## config.mk

```make
export PLATFORM = sky130hd
export DESIGN_NAME = multdiv_iter
export DESIGN_NICKNAME = d
export VERILOG_FILES = /design/src/rtl/multdiv_iter.sv
export SDC_FILE = /design/constraint.sdc
export NUM_CORES = 1
export LEC_CHECK = 0
export CORE_ASPECT_RATIO = 0.7
export CORE_MARGIN = 1.5
export CORE_UTILIZATION = 45
export DETAILED_ROUTE_END_ITERATION = 10
export PLACE_DENSITY = 0.7
export SLEW_MARGIN = 20
export SYNTH_ARGS = -nofsm -noshare
export SYNTH_HDL_FRONTEND = slang
export SYNTH_SLANG_ARGS = --single-unit
```

## constraint.sdc

```tcl
create_clock -name clock -period 5 [get_ports clock]
set_clock_uncertainty 0.15 [all_clocks]
set_input_delay 0.5 -clock clock [delete_from_list [all_inputs] [get_ports clock]]
set_output_delay 0.5 -clock clock [all_outputs]
set_load 0.005 [all_outputs]
```

## src/rtl/multdiv_iter.sv

```systemverilog
// Iterative signed multiply/divide unit for the execute stage.
// Multiply: radix-2 shift-and-add on operand magnitudes.
// Divide: restoring shift-and-subtract on operand magnitudes.
// One iteration per clock, sign fix-up in a final cycle, WIDTH+1 cycles total.
module multdiv_iter #(
    parameter int WIDTH = 32
) (
    input  logic             clock,
    input  logic             reset_n,
    input  logic             ctrl_MULT,
    input  logic             ctrl_DIV,
    input  logic [WIDTH-1:0] data_operandA,
    input  logic [WIDTH-1:0] data_operandB,
    output logic [WIDTH-1:0] data_result,
    output logic             data_exception,
    output logic             data_resultRDY,
    output logic             busy
);

    localparam int CW = (WIDTH > 1) ? $clog2(WIDTH) : 1;
    localparam logic [CW-1:0] LAST = CW'(WIDTH - 1);

    typedef enum logic [1:0] {IDLE, RUN, FIX, DONE} state_t;

    state_t             state, state_nxt;
    logic [CW-1:0]      cnt;
    logic               op_mul;      // 1: multiply, 0: divide
    logic               neg;         // result must be negated in FIX
    logic [WIDTH-1:0]   opnd;        // multiplicand (mult) or divisor (div) magnitude
    logic [2*WIDTH-1:0] acc;         // {hi, lo}: product accumulator or {remainder, quotient}

    logic               start;
    logic [WIDTH-1:0]   a_mag, b_mag;
    logic [WIDTH:0]     mul_sum;
    logic [WIDTH:0]     div_rs;
    logic [WIDTH:0]     div_diff;
    logic [2*WIDTH-1:0] acc_step;
    logic [2*WIDTH-1:0] prod;
    logic [WIDTH-1:0]   quo;
    logic [WIDTH-1:0]   fix_res;
    logic               fix_exc;

    // A start on any edge wins, multiply has priority over divide.
    assign start = ctrl_MULT | ctrl_DIV;

    // Operand magnitudes; -2^(WIDTH-1) maps to itself, read as unsigned.
    always_comb begin
        a_mag = data_operandA[WIDTH-1] ? -data_operandA : data_operandA;
        b_mag = data_operandB[WIDTH-1] ? -data_operandB : data_operandB;
    end

    // One iteration step and the FIX-cycle result/exception evaluation.
    always_comb begin
        mul_sum  = {1'b0, acc[2*WIDTH-1:WIDTH]} + {1'b0, (acc[0] ? opnd : '0)};
        div_rs   = acc[2*WIDTH-1:WIDTH-1];
        div_diff = div_rs - {1'b0, opnd};
        if (op_mul)
            acc_step = {mul_sum, acc[WIDTH-1:1]};
        else if (div_diff[WIDTH])
            acc_step = {div_rs[WIDTH-1:0], acc[WIDTH-2:0], 1'b0};
        else
            acc_step = {div_diff[WIDTH-1:0], acc[WIDTH-2:0], 1'b1};

        prod = neg ? -acc : acc;
        quo  = neg ? -acc[WIDTH-1:0] : acc[WIDTH-1:0];
        if (op_mul) begin
            fix_res = prod[WIDTH-1:0];
            // Overflow when the top WIDTH+1 bits are not a pure sign extension.
            fix_exc = ~((&prod[2*WIDTH-1:WIDTH-1]) | ~(|prod[2*WIDTH-1:WIDTH-1]));
        end else if (opnd == '0) begin
            fix_res = '0;
            fix_exc = 1'b1;
        end else begin
            fix_res = quo;
            fix_exc = 1'b0;
        end
    end

    // State register.
    always_ff @(posedge clock or negedge reset_n) begin
        if (!reset_n) state <= IDLE;
        else          state <= state_nxt;
    end

    // Next state: a start restarts from any state; DONE behaves as IDLE.
    always_comb begin
        state_nxt = state;
        if (start) begin
            state_nxt = RUN;
        end else begin
            case (state)
                RUN:     if (cnt == LAST) state_nxt = FIX;
                FIX:     state_nxt = DONE;
                default: state_nxt = state;
            endcase
        end
    end

    // Datapath: capture on start, iterate in RUN, publish in FIX.
    always_ff @(posedge clock or negedge reset_n) begin
        if (!reset_n) begin
            cnt            <= '0;
            op_mul         <= 1'b0;
            neg            <= 1'b0;
            opnd           <= '0;
            acc            <= '0;
            data_result    <= '0;
            data_exception <= 1'b0;
            data_resultRDY <= 1'b0;
            busy           <= 1'b0;
        end else begin
            data_resultRDY <= 1'b0;
            if (start) begin
                op_mul <= ctrl_MULT;
                neg    <= data_operandA[WIDTH-1] ^ data_operandB[WIDTH-1];
                opnd   <= ctrl_MULT ? a_mag : b_mag;
                acc    <= {{WIDTH{1'b0}}, (ctrl_MULT ? b_mag : a_mag)};
                cnt    <= '0;
                busy   <= 1'b1;
            end else begin
                case (state)
                    RUN: begin
                        acc <= acc_step;
                        cnt <= cnt + 1'b1;
                    end
                    FIX: begin
                        data_result    <= fix_res;
                        data_exception <= fix_exc;
                        data_resultRDY <= 1'b1;
                        busy           <= 1'b0;
                    end
                    default: ;
                endcase
            end
        end
    end

endmodule

```

==> flow_summary.yaml, run 1 <==
synth:
  yosysSeqAreaShare_pct: 25.9
  syn_area_per_cell_sq_um: 7.91
  netlist_instances: 1712
  synth_async_sr_flop_share_pct: 100
  synth-compound-area-share_pct: 28.1
  synth_ff_type: "dfrtp_1"
  synth_top_family_by_area: "compound AO/OA/AOI/OAI gates"
  yosys.area_share.simple_pct: 18.8
  synth_cell_types: 86
  synth_edf_count: 0
  yosysTopAreaCell: "dfrtp_1"
  synthMuxAreaShare_pct: 4.36
  syn-cell-area_sq_um: 13500
  synth_nets: 1851
  synth_common_cells: "185 x nand2_1, 176 x o21ai_0, 140 x dfrtp_1"
  ys_ff_latch: 140
  yosys.area_share.adder_pct: 6.67
  synth_top_area_share_pct: 25.9
  yosysWarnings: 0
  synthXorXnorAreaFrac_pct: 10.5
  yosys-top-cells-area: "dfrtp_1 26%, xor2_1 7.3%, o21ai_0 6.5%, ha_1 6.4%, nand2_1 5.1%"
  synth_most_common_cell: "nand2_1"
sta:
  fmaxAchievable_ghz: 0.213
  tightest_slew_ps: 972
  finalMaxSlewViolations: 0
  finalCritPeriodShare_pct: 93.8
  rsz0062_at_grt: "false"
  hold_viol_final: 0
  holdWs_ps: 214
  fin_crit_ps: 4690
  tns_ps: 0
  finalSetupViolCount: 0
  relSlewSlack_pct: 35.0
global_routing:
  overflow: 0
  antenna_found_initial: 1
  grt_use_met1_pct: 47.3
  busiest_layer: "met1"
  use_met3_pct: 11.3
  grt_usage_pct: 31.8
  grtUsageMet2_pct: 42.9
  grt_pass1_wl_microns: 76700
  grt_max_degree: 74
  first_global_vias: 13000
critical_path:
  setup.worst_path.start_class: "flop"
  required_ps: 5150
  r2r_start: "acc[32]"
  path_class: "reg2reg"
  end_kind: "flop"
  rrSetupSlack_ps: 310
  rr_worst_depth: 15
  crit_arrival_ps: 4840
  reg2reg_to: "acc[0]"
  path_max_fanout: 23
cells_and_area:
  drive_gt1_share_pct: 7.23
  area_growth_syn_to_layout_pct: 14.0
  nets: 1910
power_and_ir_drop:
  netSwitchingFraction_pct: 40.0
  ir_drop_mv: 0.271
  switchingPower_mw: 1.62
  power_leakage_nw: 6.81
  powerDensity_nw_per_um2: 262
  power.clock.fraction_pct: 30.4
  pwr-share-seq_pct: 34.0
  intPower_mw: 2.43
  comb_power_share_pct: 35.6
die:
  dieArea_sq_um: 31200
  fp.coreArea_sq_um: 29300
  io_pins: 103
  initial_utilization_pct: 46.3
  die-height_microns: 148
  num_rows: 52
  die_w_microns: 210
hold_path:
  hold_start: "ctrl_MULT"
  min_delay_path_depth: 2
  holdPathEnd: "opnd[31]"
  hp-class: "in2reg"
clocking:
  root_buffer: "clkbuf_16"
  insertion_delay_ps: 460
  htreeDepth: 4
  hold_buffers: 1
  cts_tree: "built"
  cts_resized: 0
  numCtsBuffers: 17
  clock_sinks: 140
  clockBufferDepth: 2
  path_clk_slew_ps: 70
  cts_setup_buffers: 0
drt:
  drt-pass1-iter-count: 5
  drt-initial-drc-count: 1660
  drtAntennaViolNets: 0
  via_per_inst: 6.46
  wl_microns: 49300
  wl_per_cell_microns: 22.8
  drc: 0
  dr_total_vias: 14000
place:
  gp_congestion: 1.01
  hpwlAfterDp_microns: 37400
  port_buffers: 102
flow_run:
  maxCapViolations: 0
outcome:
  status: "finished clean"
==> logic make-up (layout without fill, tap and decap cells) <==
kind of cell | count (synthesis) | after routing
AOI/OAI and AO/OA | 589 | 589
buffers and inverters | 180 | 252
xor gates and xnor gates | 163 | 163
DFF | 140 | 140
other | 0 | 1
adders and majority gates | 71 | 71
muxes | 58 | 58
and+or+nand+nor | 511 | 511
==> flip-flops by register name (all words and copies together) (netlist names) <==
| signal | cells |
|---|---|
| data_resultRDY | 1 |
| cnt | 5 |
| acc | 64 |
| opnd | 32 |
| neg | 1 |
| busy | 1 |
| data_exception | 1 |
| state | 2 |
| op_mul | 1 |
| data_result | 32 |
==> power groups by stage <==
stage	logic (mW)	registers [mW]	clock network [mW]
after floorplan	0.984	1.31	0
after detailed placement	1.39	1.39	0
final	1.44	1.38	1.23
after CTS	1.39	1.36	1.24
after global placement	1.37	1.38	0
after global routing	1.55	1.38	1.29
==> routing by layer <==
| layer | share of wire (%) | vias up |
|---|---|---|
| li1 | - | 6433 |
| met1 | 46 | 6699 |
| met2 | 39 | 769 |
| met3 | 14 | 65 |
| met4 | 1.9 | 0 |
| met5 | 0 | - |
==> metrics by stage <==
step	total power [mW]	setup WS (ps)	utilization, %	instance area (sq um)	instances
2_1_floorplan	2.29	1300	-	13500	1712
3_3_place_gp	2.75	611	50.9	14900	2129
3_5_place_dp	2.77	570	50.9	14900	2129
4_1_cts	4.00	508	52.8	15500	2162
5_1_grt	4.23	160	52.8	15500	2163
6_report	4.04	310	52.8	15500	2163
==> worst max-delay path by stage <==
stage	from	endpoint	slack, ps	cells after the start
global route	acc[32]	acc[50]	160	15
detailed placement	acc[32]	acc[50]	570	15
global placement	acc[32]	acc[56]	610	15
finish	acc[32]	acc[0]	310	15
floorplan	acc[32]	acc[41]	1300	14
CTS	acc[32]	acc[50]	510	15
==> layout by cell type (no fill, tap or decap), types with 11 or more instances in the layout <==
cell type / count
clkdlybuf4s50_1: 98
ha_1: 69
o41ai_1: 23
nand3_1: 25
o211ai_1: 32
or4_1: 20
nand4_1: 13
a31oi_1: 11
and3_1: 11
nand2b_1: 17
clkbuf_16: 17
o21ai_0: 176
a22o_1: 26
o31ai_1: 35
inv_1: 64
or3_1: 16
xor2_1: 113
xnor2_1: 49
a211oi_1: 24
a21o_1: 42
a21oi_1: 120
mux2i_1: 50
nor4_1: 29
dfrtp_1: 138
nand2_1: 185
nor2_1: 108
o21a_1: 12
nor3_1: 27
buf_4: 50
a22oi_1: 18
==> final cells by class <==
type	count	area (sq um)
Sequential cell	140	3510
Inverter	67	251
Tap cell	378	473
Fill cell	2829	13800
Multi-Input combinational cell	1392	9280
Clock buffer	19	433
Antenna cell	1	2.50
Timing Repair Buffer	153	1390
Clock inverter	13	110
==> worst max-delay path, stage by stage, from the launching register on <==
cell and delay [ps]:
dfrtp_1 480, buf_4 220, inv_1 130, fa_1 460, nor2b_1 210, o31ai_1 140
a21oi_1 450, o31ai_1 140, buf_4 170, o21ai_0 330, a41oi_1 380, xor2_1 250
buf_4 280, nor2_1 180, a21oi_1 60, a221oi_1 490
(Power assumes the default switching activity.)
==> run 2, diff against run 1 <==
--- a/config.mk
+++ b/config.mk
@@ -5,7 +5,8 @@
 export SDC_FILE = /design/constraint.sdc
 export NUM_CORES = 1
 export LEC_CHECK = 0
-export CORE_ASPECT_RATIO = 0.7
+export CAP_MARGIN = 20
+export CORE_ASPECT_RATIO = 1.1
 export CORE_MARGIN = 1.5
 export CORE_UTILIZATION = 45
 export DETAILED_ROUTE_END_ITERATION = 10
==> flow_summary.yaml, run 2 (synthesis results as in run 1) <==
die:
  fp.coreArea_sq_um: 29600
  dieArea_sq_um: 31200
  initial_utilization_pct: 45.8
  die-height_microns: 185
  io_pins: 103
  die_w_microns: 168
  num_rows: 66
critical_path:
  end_kind: "flop"
  rr_worst_depth: 14
  cp_top_family: "compound AO/OA/AOI/OAI gates"
  worst_path_largest_cell_delay_ps: 560
  setup.worst_path.start_class: "flop"
  path_cells: "inv_1 -> fa_1 -> nor2b_1 -> o31ai_1 -> a21oi_1 -> o31ai_1 -> buf_4 -> o21ai_0 -> a41oi_1 -> xnor2_2 -> buf_12 -> mux2_2 -> o21ai_0 -> nand2_1"
  path_class: "reg2reg"
  path_max_fanout: 17
  cp.depth: 14
  required_ps: 5170
  slowest_stage: "dfrtp_1"
  crit_arrival_ps: 4610
  critPathBufInv: 3
sta:
  tns_ps: 0
  tightest_slew_ps: 1060
  relSlewSlack_pct: 29.3
  hold_viol_final: 0
  fin_crit_ps: 4440
  finalSetupViolCount: 0
  fmaxAchievable_ghz: 0.225
  finalCritPeriodShare_pct: 88.8
  finalMaxSlewViolations: 0
  rsz0062_at_grt: "false"
place:
  gp_congestion: 0.976
  hpwlAfterDp_microns: 36900
  port_buffers: 102
  dp_cells: 2131
cells_and_area:
  final_cells: 2165
  nets: 1917
  largest_register: "acc"
  drive_gt1_share_pct: 7.65
  n_antenna_cell: 0
  area_growth_syn_to_layout_pct: 15.0
  reg_top3: "acc: 64 flops, data_result: 32 flops, opnd: 32 flops"
  layout_common_cells: "185 x nand2_1, 176 x o21ai_0, 138 x dfrtp_1"
  largest_reg_flops: 64
  final_common_cell: "nand2_1"
global_routing:
  grt_usage_pct: 31.5
  overflow: 0
  grt_max_degree: 102
  first_global_vias: 13300
  grt_pass1_wl_microns: 75600
  antenna_found_initial: 0
clocking:
  clockBufferDepth: 2
  cts_tree: "built"
  htreeDepth: 4
  root_buffer: "clkbuf_16"
  insertion_delay_ps: 450
  path_clk_slew_ps: 70
  clock_sinks: 140
  cts_resized: 0
  numCtsBuffers: 17
drt:
  dr_total_vias: 14000
  drt-pass1-iter-count: 5
  drtAntennaViolNets: 0
  wl_per_cell_microns: 22.6
  via_per_inst: 6.46
  wl_microns: 48900
  drc: 0
  drt-initial-drc-count: 1252
power_and_ir_drop:
  power_leakage_nw: 6.88
  powerDensity_nw_per_um2: 264
  ir_drop_mv: 0.222
  p_total_mw: 4.12
flow_run:
  maxCapViolations: 0
outcome:
  status: "finished clean"
hold_path:
  hp-class: "in2async"
==> run 2: layout make-up <==
class / instances / area (sq um)
fillers: 2871 / 14000
clock buffers: 21 / 460
flip-flops and latches: 140 / 3510
inverters: 67 / 251
well taps: 374 / 468
repair buffers: 160 / 1480
multi-input cells: 1392 / 9290
clock inverters: 11 / 123
==> run 2: layer usage <==
metal  GRT usage, %  wire length [microns]  up-vias
met1           40.4                  20000     6711
met4           18.2                   2820        0
met2           51.3                  22600      701
met5              0                      0        -
li1               -                      -     6429
met3           3.82                   3590      137
==> run 2: path summary, 6_finish.rpt <==
check                                     from              to  slack, ps
min in group clock              data_result[8]  data_result[8]        330
worst min register to register  data_result[8]  data_result[8]        330
worst max register to register         acc[32]         acc[35]        560
worst min-delay path                   reset_n        opnd[23]        330
max in group asynchronous              reset_n         acc[12]       3080
worst max-delay path                   acc[32]         acc[35]        560
==> run 2: power by group <==
group	total (mW)	internal [mW]	leakage, nW	switching (mW)
registers	1.36	1.22	1.78	0.148
clock network	1.31	0.729	0.287	0.582
logic	1.45	0.574	4.81	0.873
==> run 2: per-stage QoR <==
stage	utilization [%]	hold WS, ps	cell area, sq um	setup WS [ps]
after floorplan	-	54.4	13500	1300
after global placement	50.6	311	15000	778
after detailed placement	50.6	319	15000	616
after CTS	52.6	90.8	15500	610
after global routing	52.7	355	15600	216
final	52.7	326	15600	561
==> run 2: worst reg2reg max path: cells and delay by family (launching register included) <==
kind / cells / cell delay [ps]
compound gates: 6 / 1380
xor+xnor: 1 / 540
fa+ha+maj: 1 / 460
buf+inv: 3 / 580
flops: 1 / 560
mux: 1 / 350
simple gates: 2 / 290
==> run 2: repair_timing <==
item                                   CTS  global route
buffers inserted                         0             0
endpoints found under the hold margin    0            27
hold buffers                             0             1
==> run 3, diff against run 2 <==
--- a/config.mk
+++ b/config.mk
@@ -10,6 +10,7 @@
 export CORE_MARGIN = 1.5
 export CORE_UTILIZATION = 45
 export DETAILED_ROUTE_END_ITERATION = 10
+export GPL_TIMING_DRIVEN = 0
 export PLACE_DENSITY = 0.7
 export SLEW_MARGIN = 20
 export SYNTH_ARGS = -nofsm -noshare
==> flow_summary.yaml, run 3 (synthesis results as in run 1) <==
die:
  die_w_microns: 168
  num_rows: 66
  die-height_microns: 185
  io_pins: 103
  fp.coreArea_sq_um: 29600
  initial_utilization_pct: 45.8
  dieArea_sq_um: 31200
place:
  placedInstanceArea_sq_um: 15100
  port_buffers: 100
  gp_congestion: 1.02
  dp_slack_ps: -417
  dp_cells: 2187
  hpwlAfterDp_microns: 40400
clocking:
  cts_tree: "built"
  insertion_delay_ps: 450
  cts_setup_buffers: 0
  clock_sinks: 140
  path_clk_slew_ps: 70
  clockBufferDepth: 2
  root_buffer: "clkbuf_16"
  numCtsBuffers: 17
  htreeDepth: 4
global_routing:
  overflow: 0
  grt_max_degree: 79
  antenna_found_initial: 2
  grt_pass1_wl_microns: 78600
  first_global_vias: 13800
  grt_usage_pct: 32.9
critical_path:
  setup.worst_path.start_class: "flop"
  path_max_fanout: 10
  end_kind: "flop"
  crit_arrival_ps: 5090
  required_ps: 5160
  path_class: "reg2reg"
  rr_worst_depth: 14
drt:
  drt-initial-drc-count: 1478
  via_per_inst: 6.50
  wl_per_cell_microns: 23.1
  drt-pass1-iter-count: 6
  dr_total_vias: 14400
  wl_microns: 51400
  drc: 0
  drtAntennaViolNets: 0
sta:
  tns_ps: 0
  tightest_slew_ps: 1090
  finalSetupViolCount: 0
  holdWs_ps: 332
  finalMaxSlewViolations: 0
  hold_viol_final: 0
  fin_crit_ps: 4930
  relSlewSlack_pct: 26.4
  finalCritPeriodShare_pct: 98.7
  fmaxAchievable_ghz: 0.203
  rsz0062_at_grt: "false"
  worst_slack_ps: 66.8
flow_run:
  maxCapViolations: 0
cells_and_area:
  final_common_cell: "nand2_1"
  area_growth_syn_to_layout_pct: 15.8
  reg_top3: "acc: 64 flops, data_result: 32 flops, opnd: 32 flops"
  nets: 1972
  final_core_util_pct: 53.1
  largest_register: "acc"
  final_cells: 2221
  drive_gt1_share_pct: 5.53
  largest_reg_flops: 64
  nFillCells: 2867
  layout_common_cells: "185 x nand2_1, 176 x o21ai_0, 140 x dfrtp_1"
  design_area_sq_um: 15700
power_and_ir_drop:
  power_leakage_nw: 6.83
  p_total_mw: 4.16
  powerDensity_nw_per_um2: 265
  ir_drop_mv: 0.220
outcome:
  status: "finished clean"
hold_path:
  min_delay_path_depth: 2
  hp-class: "reg2reg"
[run 3: cell types whose count changed in the layout (fill, tap and decap cells not counted), sizes merged]
cell / before / now
buf: 60 / 32
clkbuf: 21 / 99
clkdlybuf4s18: 0 / 1
clkinvlp: 0 / 2
diode: 0 / 1
inv: 72 / 74
[run 3: repair_timing]
action,CTS,global route
gates resized for setup,5,2
hold buffers,1,0
endpoints found under the setup margin,28,10
endpoints found under the hold margin,62,0
[run 3: final cells by class]
cell class | count | area, sq um | share of cell area, %
multi-input combinational | 1392 | 9300 | 59.3
sequential | 140 | 3500 | 22.3
timing repair buffer | 102 | 1040 | 6.65
buffer | 113 | 529 | 3.37
tap | 374 | 468 | 2.98
clock buffer | 17 | 425 | 2.71
inverter | 67 | 251 | 1.60
clock inverter | 15 | 170 | 1.08
antenna | 1 | 2.50 | 0.0159
[run 3: critical path: stages (launching register included)]
cell	delay, ps
dfrtp_1	420
buf_4	190
inv_1	180
fa_1	250
nor2b_1	90
o31ai_1	500
a21oi_1	330
o31ai_2	500
o21ai_0	280
a41oi_2	470
xor2_1	610
clkbuf_2	420
nor2_1	140
a21oi_1	140
o21ai_0	90
[run 3: per-layer routing]
layer / part of all wire [%] / track usage [%]
met4: 5.9 / 20.6
met1: 39 / 39.3
met5: 0 / 0
met2: 47 / 55.6
met3: 7.6 / 5.24
[run 3: worst paths after layout]
| check | from | end | slack [ps] |
|---|---|---|---|
| worst max-delay path | acc[32] | acc[43] | 70 |
| worst min-delay path | data_result[27] | data_result[27] | 330 |
| worst max register to register | acc[32] | acc[43] | 70 |
| worst min register to register | data_result[27] | data_result[27] | 330 |
| max in group asynchronous | reset_n | data_result[8] | 3460 |
| min in group asynchronous | reset_n | acc[24] | 430 |
[run 3: power by group]
group	switching [mW]	total, mW	internal (mW)
sequential	0.155	1.37	1.21
clock	0.622	1.34	0.713
combinational	0.892	1.45	0.561
